### src/rtl/decode_pkg.sv
// Shared decode definitions for the RV32I decode stage.
//   - opcode constants for the supported instruction classes
//   - ALU_Control codes consumed by execute
//   - decode_t: everything the combinational decoder extracts from one word
package decode_pkg;

  localparam logic [6:0] OP_R      = 7'b0110011;
  localparam logic [6:0] OP_I      = 7'b0010011;
  localparam logic [6:0] OP_LOAD   = 7'b0000011;
  localparam logic [6:0] OP_STORE  = 7'b0100011;
  localparam logic [6:0] OP_BRANCH = 7'b1100011;
  localparam logic [6:0] OP_LUI    = 7'b0110111;
  localparam logic [6:0] OP_JAL    = 7'b1101111;

  typedef enum logic [5:0] {
    ALU_ADD  = 6'h00,
    ALU_SUB  = 6'h01,
    ALU_AND  = 6'h02,
    ALU_OR   = 6'h03,
    ALU_XOR  = 6'h04,
    ALU_SLT  = 6'h05,
    ALU_SLTU = 6'h06,
    ALU_SLL  = 6'h07,
    ALU_SRL  = 6'h08,
    ALU_SRA  = 6'h09,
    ALU_LUI  = 6'h0A,
    ALU_BEQ  = 6'h10,
    ALU_BNE  = 6'h11,
    ALU_BLT  = 6'h14,
    ALU_BGE  = 6'h15,
    ALU_BLTU = 6'h16,
    ALU_BGEU = 6'h17,
    ALU_JAL  = 6'h18
  } alu_op_e;

  // Instruction-level view: field widths are fixed by the RV32I encoding,
  // the stage widens them to its own parameters.
  typedef struct packed {
    logic [4:0]  rs1;
    logic [4:0]  rs2;
    logic [4:0]  rd;
    logic [31:0] imm;
    alu_op_e     alu;
    logic        uses_rs1;
    logic        uses_rs2;
    logic        is_branch;
    logic        is_jump;
    logic        is_load;
    logic        is_store;
    logic        is_imm;
    logic        is_wb;
    logic        illegal;
  } decode_t;

  // Shared by R-type and I-type arithmetic; alt selects SUB/SRA and is
  // only meaningful for funct3 000 and 101.
  function automatic alu_op_e arith_op(input logic [2:0] funct3, input logic alt);
    alu_op_e op;
    op = ALU_ADD;
    unique case (funct3)
      3'b000: op = alt ? ALU_SUB : ALU_ADD;
      3'b001: op = ALU_SLL;
      3'b010: op = ALU_SLT;
      3'b011: op = ALU_SLTU;
      3'b100: op = ALU_XOR;
      3'b101: op = alt ? ALU_SRA : ALU_SRL;
      3'b110: op = ALU_OR;
      3'b111: op = ALU_AND;
      default: op = ALU_ADD;
    endcase
    return op;
  endfunction

endpackage

### src/rtl/regfile.sv
// Register file: 2**REG_AW x XLEN, one write port, two asynchronous read ports.
//   clock                     write clock
//   w_regfile/sel_regfile/data_regfile  write port (writes to index 0 ignored)
//   rd_sel1/rd_sel2 -> rd_data1/rd_data2 combinational reads (pre-write value)
module regfile #(
  parameter int XLEN   = 32,
  parameter int REG_AW = 5
) (
  input  logic              clock,
  input  logic              w_regfile,
  input  logic [REG_AW-1:0] sel_regfile,
  input  logic [XLEN-1:0]   data_regfile,
  input  logic [REG_AW-1:0] rd_sel1,
  input  logic [REG_AW-1:0] rd_sel2,
  output logic [XLEN-1:0]   rd_data1,
  output logic [XLEN-1:0]   rd_data2
);

  logic [XLEN-1:0] regs [2**REG_AW];

  // NOTE: the storage array is deliberately not reset; a reset would turn the
  // RAM into a flop bank. Software initialises registers before reading them,
  // and index 0 is masked to zero by the reader.
  always_ff @(posedge clock) begin
    if (w_regfile && (sel_regfile != '0)) begin
      regs[sel_regfile] <= data_regfile;
    end
  end

  assign rd_data1 = regs[rd_sel1];
  assign rd_data2 = regs[rd_sel2];

endmodule

### src/rtl/rv_instr_decoder.sv
// Pure combinational RV32I decoder.
//   instr : 32-bit instruction word
//   dec   : register fields (0 when unused), sign-extended immediate,
//           ALU op, class flags and source-usage flags.
// Unsupported opcodes, and load/store/branch funct3 values outside the
// supported set, decode as illegal with every other field zero.
module rv_instr_decoder
  import decode_pkg::*;
(
  input  logic [31:0] instr,
  output decode_t     dec
);

  logic [6:0]  opcode;
  logic [2:0]  funct3;
  logic [31:0] imm_i, imm_s, imm_b, imm_u, imm_j;
  logic        has_rd;
  logic        bad_funct;

  assign opcode = instr[6:0];
  assign funct3 = instr[14:12];

  assign imm_i = {{20{instr[31]}}, instr[31:20]};
  assign imm_s = {{20{instr[31]}}, instr[31:25], instr[11:7]};
  assign imm_b = {{19{instr[31]}}, instr[31], instr[7], instr[30:25], instr[11:8], 1'b0};
  assign imm_u = {instr[31:12], 12'h000};
  assign imm_j = {{11{instr[31]}}, instr[31], instr[19:12], instr[20], instr[30:21], 1'b0};

  // NOTE: every output of this block gets a default before the case so no
  // path leaves a signal unassigned, which would infer a latch.
  always_comb begin
    dec       = '0;
    has_rd    = 1'b0;
    bad_funct = 1'b0;
    unique case (opcode)
      OP_R: begin
        dec.uses_rs1 = 1'b1;
        dec.uses_rs2 = 1'b1;
        has_rd       = 1'b1;
        dec.alu      = arith_op(funct3, instr[30]);
      end
      OP_I: begin
        dec.uses_rs1 = 1'b1;
        has_rd       = 1'b1;
        dec.is_imm   = 1'b1;
        dec.imm      = imm_i;
        // Only srai carries the alt bit; addi has no subtract form.
        dec.alu      = arith_op(funct3, (funct3 == 3'b101) && instr[30]);
      end
      OP_LOAD: begin
        dec.uses_rs1 = 1'b1;
        has_rd       = 1'b1;
        dec.is_load  = 1'b1;
        dec.imm      = imm_i;
        bad_funct    = (funct3 != 3'b010);
      end
      OP_STORE: begin
        dec.uses_rs1 = 1'b1;
        dec.uses_rs2 = 1'b1;
        dec.is_store = 1'b1;
        dec.imm      = imm_s;
        bad_funct    = (funct3 != 3'b010);
      end
      OP_BRANCH: begin
        dec.uses_rs1  = 1'b1;
        dec.uses_rs2  = 1'b1;
        dec.is_branch = 1'b1;
        dec.imm       = imm_b;
        unique case (funct3)
          3'b000:  dec.alu = ALU_BEQ;
          3'b001:  dec.alu = ALU_BNE;
          3'b100:  dec.alu = ALU_BLT;
          3'b101:  dec.alu = ALU_BGE;
          3'b110:  dec.alu = ALU_BLTU;
          3'b111:  dec.alu = ALU_BGEU;
          default: bad_funct = 1'b1;
        endcase
      end
      OP_LUI: begin
        has_rd     = 1'b1;
        dec.is_imm = 1'b1;
        dec.imm    = imm_u;
        dec.alu    = ALU_LUI;
      end
      OP_JAL: begin
        has_rd      = 1'b1;
        dec.is_jump = 1'b1;
        dec.imm     = imm_j;
        dec.alu     = ALU_JAL;
      end
      default: dec.illegal = 1'b1;
    endcase

    if (bad_funct) begin
      dec         = '0;
      dec.illegal = 1'b1;
    end else if (!dec.illegal) begin
      dec.rs1   = dec.uses_rs1 ? instr[19:15] : 5'd0;
      dec.rs2   = dec.uses_rs2 ? instr[24:20] : 5'd0;
      dec.rd    = has_rd ? instr[11:7] : 5'd0;
      dec.is_wb = has_rd && (instr[11:7] != 5'd0);
    end
  end

endmodule

### src/rtl/decode_stage_hs.sv
// Handshaked RV32I decode stage between fetch and execute.
//   clock, reset (sync, active-high)
//   w_regfile/sel_regfile/data_regfile : WB write port, optionally bypassed
//   br_en    : redirect, squashes the output register and the current fetch word
//   fd_valid/fd_pc/fd_instr, fd_ready  : fetch-side handshake
//   ex_ready, da_valid                 : execute-side handshake
//   da_*     : registered decoded instruction (operands, imm, target, flags)
// One output register; a load in it stalls a directly dependent fetch word
// for one cycle (a bubble is issued instead).
module decode_stage_hs
  import decode_pkg::*;
#(
  parameter int XLEN      = 32,
  parameter int REG_AW    = 5,
  parameter bit WB_BYPASS = 1'b1
) (
  input  logic              clock,
  input  logic              reset,
  input  logic              w_regfile,
  input  logic [REG_AW-1:0] sel_regfile,
  input  logic [XLEN-1:0]   data_regfile,
  input  logic              br_en,
  input  logic              fd_valid,
  input  logic [XLEN-1:0]   fd_pc,
  input  logic [31:0]       fd_instr,
  output logic              fd_ready,
  input  logic              ex_ready,
  output logic              da_valid,
  output logic [XLEN-1:0]   da_pc,
  output logic [XLEN-1:0]   da_target_PC,
  output logic [REG_AW-1:0] da_read_sel1,
  output logic [REG_AW-1:0] da_read_sel2,
  output logic [REG_AW-1:0] da_write_sel,
  output logic [XLEN-1:0]   da_data1,
  output logic [XLEN-1:0]   da_data2,
  output logic [XLEN-1:0]   da_imm32,
  output logic [5:0]        da_ALU_Control,
  output logic              da_is_branch,
  output logic              da_is_jump,
  output logic              da_is_load,
  output logic              da_is_store,
  output logic              da_is_imm,
  output logic              da_is_wb,
  output logic              da_illegal
);

  typedef struct packed {
    logic              valid;
    logic [XLEN-1:0]   pc;
    logic [XLEN-1:0]   target;
    logic [REG_AW-1:0] rs1;
    logic [REG_AW-1:0] rs2;
    logic [REG_AW-1:0] rd;
    logic [XLEN-1:0]   data1;
    logic [XLEN-1:0]   data2;
    logic [XLEN-1:0]   imm;
    logic [5:0]        alu;
    logic              is_branch;
    logic              is_jump;
    logic              is_load;
    logic              is_store;
    logic              is_imm;
    logic              is_wb;
    logic              illegal;
  } entry_t;

  decode_t           dec;
  entry_t            da_q, da_d;
  logic [REG_AW-1:0] rs1_sel, rs2_sel;
  logic [XLEN-1:0]   rf_data1, rf_data2, imm_x;
  logic              hazard, advance, load_en;

  rv_instr_decoder u_decoder (
    .instr (fd_instr),
    .dec   (dec)
  );

  assign rs1_sel = REG_AW'(dec.rs1);
  assign rs2_sel = REG_AW'(dec.rs2);
  assign imm_x   = XLEN'($signed(dec.imm));

  regfile #(
    .XLEN   (XLEN),
    .REG_AW (REG_AW)
  ) u_regfile (
    .clock        (clock),
    .w_regfile    (w_regfile),
    .sel_regfile  (sel_regfile),
    .data_regfile (data_regfile),
    .rd_sel1      (rs1_sel),
    .rd_sel2      (rs2_sel),
    .rd_data1     (rf_data1),
    .rd_data2     (rf_data2)
  );

  // x0 reads as zero; a WB landing this very cycle beats the stale array value.
  function automatic logic [XLEN-1:0] read_operand(input logic [REG_AW-1:0] sel,
                                                   input logic [XLEN-1:0]   rf_value);
    if (sel == '0) return '0;
    if (WB_BYPASS && w_regfile && (sel_regfile == sel)) return data_regfile;
    return rf_value;
  endfunction

  // Unused source fields decode as 0 and da_q.rd is nonzero here, so the
  // field compare alone implies the source is actually used.
  assign hazard = fd_valid && da_q.valid && da_q.is_load && (da_q.rd != '0) &&
                  ((dec.uses_rs1 && (rs1_sel == da_q.rd)) ||
                   (dec.uses_rs2 && (rs2_sel == da_q.rd)));

  assign advance  = !da_q.valid || ex_ready;
  assign load_en  = advance && fd_valid && !hazard;
  assign fd_ready = !reset && !hazard && advance;

  always_comb begin
    da_d           = '0;
    da_d.valid     = 1'b1;
    da_d.pc        = fd_pc;
    da_d.target    = fd_pc + imm_x;
    da_d.rs1       = rs1_sel;
    da_d.rs2       = rs2_sel;
    da_d.rd        = REG_AW'(dec.rd);
    da_d.data1     = read_operand(rs1_sel, rf_data1);
    da_d.data2     = read_operand(rs2_sel, rf_data2);
    da_d.imm       = imm_x;
    da_d.alu       = dec.alu;
    da_d.is_branch = dec.is_branch;
    da_d.is_jump   = dec.is_jump;
    da_d.is_load   = dec.is_load;
    da_d.is_store  = dec.is_store;
    da_d.is_imm    = dec.is_imm;
    da_d.is_wb     = dec.is_wb;
    da_d.illegal   = dec.illegal;
  end

  // NOTE: state registers use non-blocking assignments so every flop samples
  // pre-edge values regardless of process evaluation order.
  // Priority: reset, then redirect, then advance (load or bubble), else hold.
  always_ff @(posedge clock) begin
    if (reset || br_en || (advance && !load_en)) begin
      da_q <= '0;
    end else if (load_en) begin
      da_q <= da_d;
    end
  end

  assign da_valid       = da_q.valid;
  assign da_pc          = da_q.pc;
  assign da_target_PC   = da_q.target;
  assign da_read_sel1   = da_q.rs1;
  assign da_read_sel2   = da_q.rs2;
  assign da_write_sel   = da_q.rd;
  assign da_data1       = da_q.data1;
  assign da_data2       = da_q.data2;
  assign da_imm32       = da_q.imm;
  assign da_ALU_Control = da_q.alu;
  assign da_is_branch   = da_q.is_branch;
  assign da_is_jump     = da_q.is_jump;
  assign da_is_load     = da_q.is_load;
  assign da_is_store    = da_q.is_store;
  assign da_is_imm      = da_q.is_imm;
  assign da_is_wb       = da_q.is_wb;
  assign da_illegal     = da_q.illegal;

endmodule

### config.mk
export PLATFORM = sky130hd
export DESIGN_NAME = decode_stage_hs
export DESIGN_NICKNAME = d
export VERILOG_FILES = /design/src/rtl/decode_pkg.sv /design/src/rtl/regfile.sv /design/src/rtl/rv_instr_decoder.sv /design/src/rtl/decode_stage_hs.sv
export SDC_FILE = /design/constraint.sdc
export NUM_CORES = 2
export LEC_CHECK = 0
export ABC_AREA = 1
export BUFFER_PORTS_ARGS = -buffer_cell sky130_fd_sc_hd__buf_4
export CELL_PAD_IN_SITES_DETAIL_PLACEMENT = 0
export CELL_PAD_IN_SITES_GLOBAL_PLACEMENT = 2
export CORE_AREA = 2 2 359 433
export CTS_BUF_LIST = sky130_fd_sc_hd__clkbuf_4 sky130_fd_sc_hd__clkbuf_8
export DETAILED_ROUTE_END_ITERATION = 16
export DIE_AREA = 0 0 361 435
export GPL_TIMING_DRIVEN = 0
export PLACE_DENSITY_LB_ADDON = 0.1
export SLEW_MARGIN = 20
export SYNTH_ARGS = -nofsm -noshare
export SYNTH_HDL_FRONTEND = slang
export SYNTH_SLANG_ARGS = --single-unit
### constraint.sdc
create_clock -name clock -period 4.5 [get_ports clock]
set_input_delay 0.225 -clock clock [delete_from_list [all_inputs] [get_ports clock]]
set_output_delay 0.225 -clock clock [all_outputs]
set_load 0.02 [all_outputs]
* Word level (Yosys, flattened, before mapping)
Memories as Yosys holds them, arrays and structs flattened. Cells that the tools add are included.
Cells by class: add/sub/neg operators 1, equal/unequal tests 19, multiplexer cells 45, reductions and logical operators 38
Operators by type and width (number):
- two-way mux 32 bit | 8
- one-hot mux 32 bit (5 select lines) | 1
- one-hot mux 6 bit (8 select lines) | 2
- two-way mux 45 bit | 1
- adder 32 bit | 1
- two-way mux 15 bit | 2
- one-hot mux 5 bit (6 select lines) | 1
- one-hot mux 6 bit (5 select lines) | 1
- two-way mux 1 bit | 25
- equality test 7 x 6 -> 1 bit, second input constant | 3
- equality test 5 bit | 4
- logical AND 1 bit | 16
- two-way mux 5 bit | 3
- nonzero test 5 bit | 3
- equality test 7 bit, second input constant | 2
- equality test 3 bit, second input constant | 4
- logical NOT 5 bit | 2
- OR reduction 5 bit | 2
- equality test 7 x 2 -> 1 bit, second input constant | 1
- equality test 7 x 5 -> 1 bit, second input constant | 1
- OR reduction 7 bit | 1
- equality test 3 x 2 -> 1 bit, second input constant | 2
- OR reduction 2 bit | 3
- OR reduction 6 bit | 1
- 7 further kinds | 13
Storage, ports and cells: register bits after elaboration 189, memory bits (writable) 1024, input port bits 107, output and inout bits 190, logic and storage cells 121, memories 1
Memory list:
- u_regfile.regs | depth 32, bits a word 32, read ports 2, clocked after Yosys merged registers in 0, write ports 1, line regfile.sv:19 | logic [XLEN-1:0] regs [2**REG_AW];

* Logic depth before layout (Yosys ltp)
word-level depth 15, depth in mapped cells 23

* Hierarchy
From an unflattened synthesis, not the netlist that was laid out.
Second synthesis, totals: cell total of the unflattened synthesis 8000, area, all modules 65291.4 sq um
By module, submodules not included:
- regfile | times used 1, cells an instance 5935, area an instance 52456.6 sq um, seq. area each 30749.5 sq um
- decode_stage_hs | times used 1, cells an instance 1829, area an instance 11751.3 sq um, seq. area each 3783.6 sq um
- rv_instr_decoder | times used 1, cells an instance 236, area an instance 1083.5 sq um, seq. area each 0.0 sq um

* Least setup slack after synthesis
Ideal clock, no wire load.
kind input port to flip-flop, start point input sel_regfile[2], end point memory u_regfile.regs[25][0] (enable), setup time 0.461 ns, arrival 3.139 ns, data required time 4.039 ns, slack 0.900 ns, stages on the path 5, path buffers 1, path through clkbuf_1 > inv_1 > nand3_1 > o21ai_0 > nor3_1
On the way: word-level cells in the longest chain between the ends 4
Ends and longest elaborated chain:
- from (decl) | line decode_stage_hs.sv:20 | input logic [REG_AW-1:0] sel_regfile,
- nonzero test 5 bit | line regfile.sv:25 | if (w_regfile && (sel_regfile != '0)) begin
- logical AND 1 bit | line regfile.sv:25
- two-way mux 1 bit | line regfile.sv:25
- two-way mux 1 bit (implied by the code) | line regfile.sv:26 | regs[sel_regfile] <= data_regfile;
- to (decl) | line regfile.sv:19
Parallel ways exist; a longest one is shown, timed or not.

* Worst setup path after layout
start point input fd_instr[3], end point register da_q, in the netlist da_data2[17]
On the way: word-level cells in the longest chain between the ends 15, elaborated cells between the ends (all ways) 40, those cells by class eq/ne: 10; mux: 14; reduce/logical: 15; memory: 1
Ends and longest elaborated chain:
- from (decl) | line decode_stage_hs.sv:25 | input logic [31:0] fd_instr,
- parallel branches: the longest is 15 deep, another holds memory read (32 x 32 bit)
- to (signal assigned) | line decode_stage_hs.sv:140 | da_q <= '0;
- to (signal assigned) | line decode_stage_hs.sv:142 | da_q <= da_d;
- to (decl) | line decode_stage_hs.sv:68 | entry_t da_q, da_d;
Parallel ways; which one is timed is not known. The select of a mux whose other input is x is not followed. A chain may end at the register's enable or synchronous reset.

==> flow_summary.json <==
{
  "r2r-start": "da_write_sel[4]",
  "yosysWarnings": 0,
  "finalNonFillerCells": 9864,
  "antenna_found_initial": 41,
  "hold_path.startpoint": "fd_instr[12]",
  "endpoint_kind": "flip-flop",
  "tightest_slew_ps": 1360,
  "setup_ws_ps": -122,
  "cp_cell_sequence": "dlygate4sd3_1, buf_4, nor2_1, nand3_1, nor2_1, nor2_4, nand2_1, buf_2, buf_2, clkbuf_1, o21ai_0, nand3_1, nand3_1, nand3_1, nand3_1, nand2_1, a21oi_1",
  "r2r-end": "da_pc[26]",
  "drive_gt1_share_pct": 14.0,
  "dp_hpwl_microns": 276000,
  "status": "finished with violations",
  "clock_latency_ps": 1020,
  "gp_congestion": 1.08,
  "max_stage_delay_ps": 900,
  "via_count": 63100,
  "dp_cells": 9326,
  "leakage_nw": 27.8,
  "cts_tree": "built",
  "cts.clk_slew.worst_paths_ps": 60,
  "first_pass_iters": 7,
  "grt_max_degree": 35,
  "fin_util_pct": 47.5,
  "worst_path_most_repeated_cell": "nand3_1",
  "grtUsageTotal_pct": 47.7,
  "rows": 158,
  "clockBufferDepth": 3,
  "grt_pass1_wl_microns": 503000,
  "netlist_top_cells_area": "edfxtp_1, nand3_1, nand2_1",
  "antenna_left": 0,
  "fillers": 15000,
  "cp_max_fo": 11,
  "ys_types": 46,
  "yosysTopAreaCell": "edfxtp_1",
  "die_h_microns": 435,
  "netlist.area_leader.share_pct": 50.6,
  "fin_crit_sh_pct": 103,
  "worst_path_max_delay_cell": "clkbuf_1",
  "syn-mean-instance-area_sq_um": 8.80,
  "synth-edff-count": 1024,
  "die-area_sq_mm": 0.157,
  "cellPowerDensity_mw_per_mm2": 337,
  "cts_root_buf": "clkbuf_8",
  "drt_iter0_markers": 12400,
  "io_buffer_count": 289,
  "period_needed_ps": 4620,
  "reg2reg_depth": 13,
  "coreArea_sq_mm": 0.153,
  "crit_type": "in2reg",
  "worstPathRequired_ps": 5390,
  "grt_pass1_vias": 57200,
  "arrival_ps": 5510,
  "synth-seq-cells": 1212,
  "drv_cap": 0,
  "wirelength_microns": 385000,
  "initial_core_util_pct": 39.7,
  "skew_ps": 43.5,
  "hp-class": "in2reg",
  "synthCells": 6911,
  "yosysSeqAreaShare_pct": 56.8,
  "wire_per_inst_microns": 39.1,
  "failed_checks": "negative setup slack",
  "max_freq_ghz": 0.216,
  "hold_path_depth": 7,
  "setup_violations": 5,
  "timing.hold.ws_ps": 51.6,
  "ys.flop_type": "edfxtp_1",
  "die_w_microns": 361,
  "final-hold-violation-count": 0,
  "async_flop_share_pct": 0,
  "holdPathEnd": "da_ALU_Control[1]",
  "cp-start-kind": "primary input",
  "cts_made_buffers": 206,
  "grt_overflow_total": 0,
  "vias_per_cell": 6.40,
  "ff2ff_setup_slack_ps": 940,
  "setup_tns_ps": -329,
  "htree_levels": 4,
  "nets": 7808,
  "slew_violations": 0,
  "dp_slack_ps": -631,
  "pin_count": 297,
  "clkSinkCount": 1212,
  "drc_errors": 0,
  "slew_headroom_pct": 9.11,
  "area_growth_pct": 19.8,
  "syn-cell-area_sq_mm": 0.0608,
  "peakVddDrop_uv": 319
}
per-stage QoR:
step                cell area, sq um  power (mW)
finish                         72800        24.5
floorplan                      60900        13.4
global placement               65600        14.4
detailed placement             67400        14.5
CTS                            72700        24.3
global route                   72800        24.9
critical path: cells and delay by family:
family                 cells  cell delay (ps)
AND/OR/NAND/NOR           10             2380
buffers and inverters      5             2590
AO/OA/AOI/OAI              2              240
area by class of cell:
cell class              instances  area, sq um  area share (%)
flip-flops and latches       1212        34500            47.4
plain buffers                 511         2380            3.27
diodes                         30         75.1           0.103
repair buffers                519         5110            7.01
clock inverters                98          522           0.716
multi-input cells            4860        23000            31.6
well taps                    2000         2500            3.44
clock buffers                 275         3400            4.66
inverters                     359         1350            1.85
cells in the mapped netlist, types with 3 or more instances:
master and n:
ha_1 31, inv_1 348, buf_6 4, o21ai_0 264, o22ai_1 5, nand3_1 1493
nand4_1 17, nand3_2 4, nor2_2 3, a21oi_2 11, inv_2 10, edfxtp_1 1024
a21oi_1 442, xor2_1 23, xnor2_1 8, nor2_4 6, o211ai_1 246, nor4_1 7
o21a_1 3, or2_2 4, buf_4 12, dfxtp_1 188, buf_1 76, nor3_1 14
nor2_1 261, o21bai_1 4, nand2_1 1943, nand2_2 5, a22oi_1 13, buf_2 239
clkbuf_1 181
layer usage:
layer | routed length, microns | global-route usage (%)
met4 | 36200 | 36.8
met1 | 135000 | 57.8
met5 | 223 | 0.521
met2 | 161000 | 69.6
met3 | 52500 | 15.8
cell usage in the layout, fill, tap and decap left out, types with 5 or more instances in the layout:
cell           count
a22oi_1           13
clkbuf_1         140
xor2_1            23
clkbuf_4          63
a21oi_2           12
a21oi_1          441
o211ai_1         246
conb_1            33
clkinvlp_4         6
clkbuf_8         213
buf_12            30
buf_1             50
edfxtp_1        1024
o22ai_1            5
diode_2           30
nor2_1           235
clkinv_1          60
dfxtp_1          188
xnor2_1            8
inv_1            348
nand2_1         1943
nand2_2            5
nor3_2             6
inv_2             10
clkbuf_2          44
clkinv_2          25
nor4_1             7
nor3_1             8
buf_6             12
nand4_1           17
o21ai_0          262
ha_1              31
buf_16            23
nand3_1         1493
nor2_4            32
buf_2            259
buf_4            333
dlygate4sd3_1    135
worst max path at each step:
stage / slack (ps) / startpoint / end / cells after the start
final: -120 / fd_instr[3] / da_data2[17] / 17
after global routing: -30 / fd_instr[2] / da_data2[16] / 17
after CTS: 40 / fd_instr[3] / da_target_PC[30] / 21
after detailed placement: -630 / fd_instr[13] / da_target_PC[30] / 18
after global placement: -4340 / sel_regfile[2] / u_regfile.regs[17][15] / 5
after floorplan: 900 / sel_regfile[2] / u_regfile.regs[25][0] / 5
where the power goes:
part / total [mW] / leakage [nW] / switching (mW) / internal, mW
Combinational: 2.08 / 15.0 / 1.59 / 0.488
Clock: 10.1 / 2.07 / 5.05 / 5.00
Sequential: 12.4 / 10.8 / 0.0670 / 12.3
flip-flops by register name, summed over array words and instances (netlist names), 5 cells and up:
signal          count
da_pc              32
da_target_PC       32
da_data1           32
da_ALU_Control      5
da_imm32           32
da_data2           32
da_read_sel2        5
u_regfile.regs   1024
da_write_sel        5
da_read_sel1        5
repair_timing:
action,in CTS,in global routing
setup endpoints to repair,0,13
hold buffers,135,0
buffers inserted,0,0
gates resized for setup,0,17
hold endpoints to repair,1249,0
kinds of logic after synthesis:
family	after synthesis	synth area share, %
simple gates	3763	26.6
flops	1212	56.8
compound gates	1001	9.46
buf+inv	871	5.99
fa+ha+maj	32	0.671
xor+xnor	31	0.447
other cells	1	0.00617
Note: power is estimated with default switching activity, not from simulation.
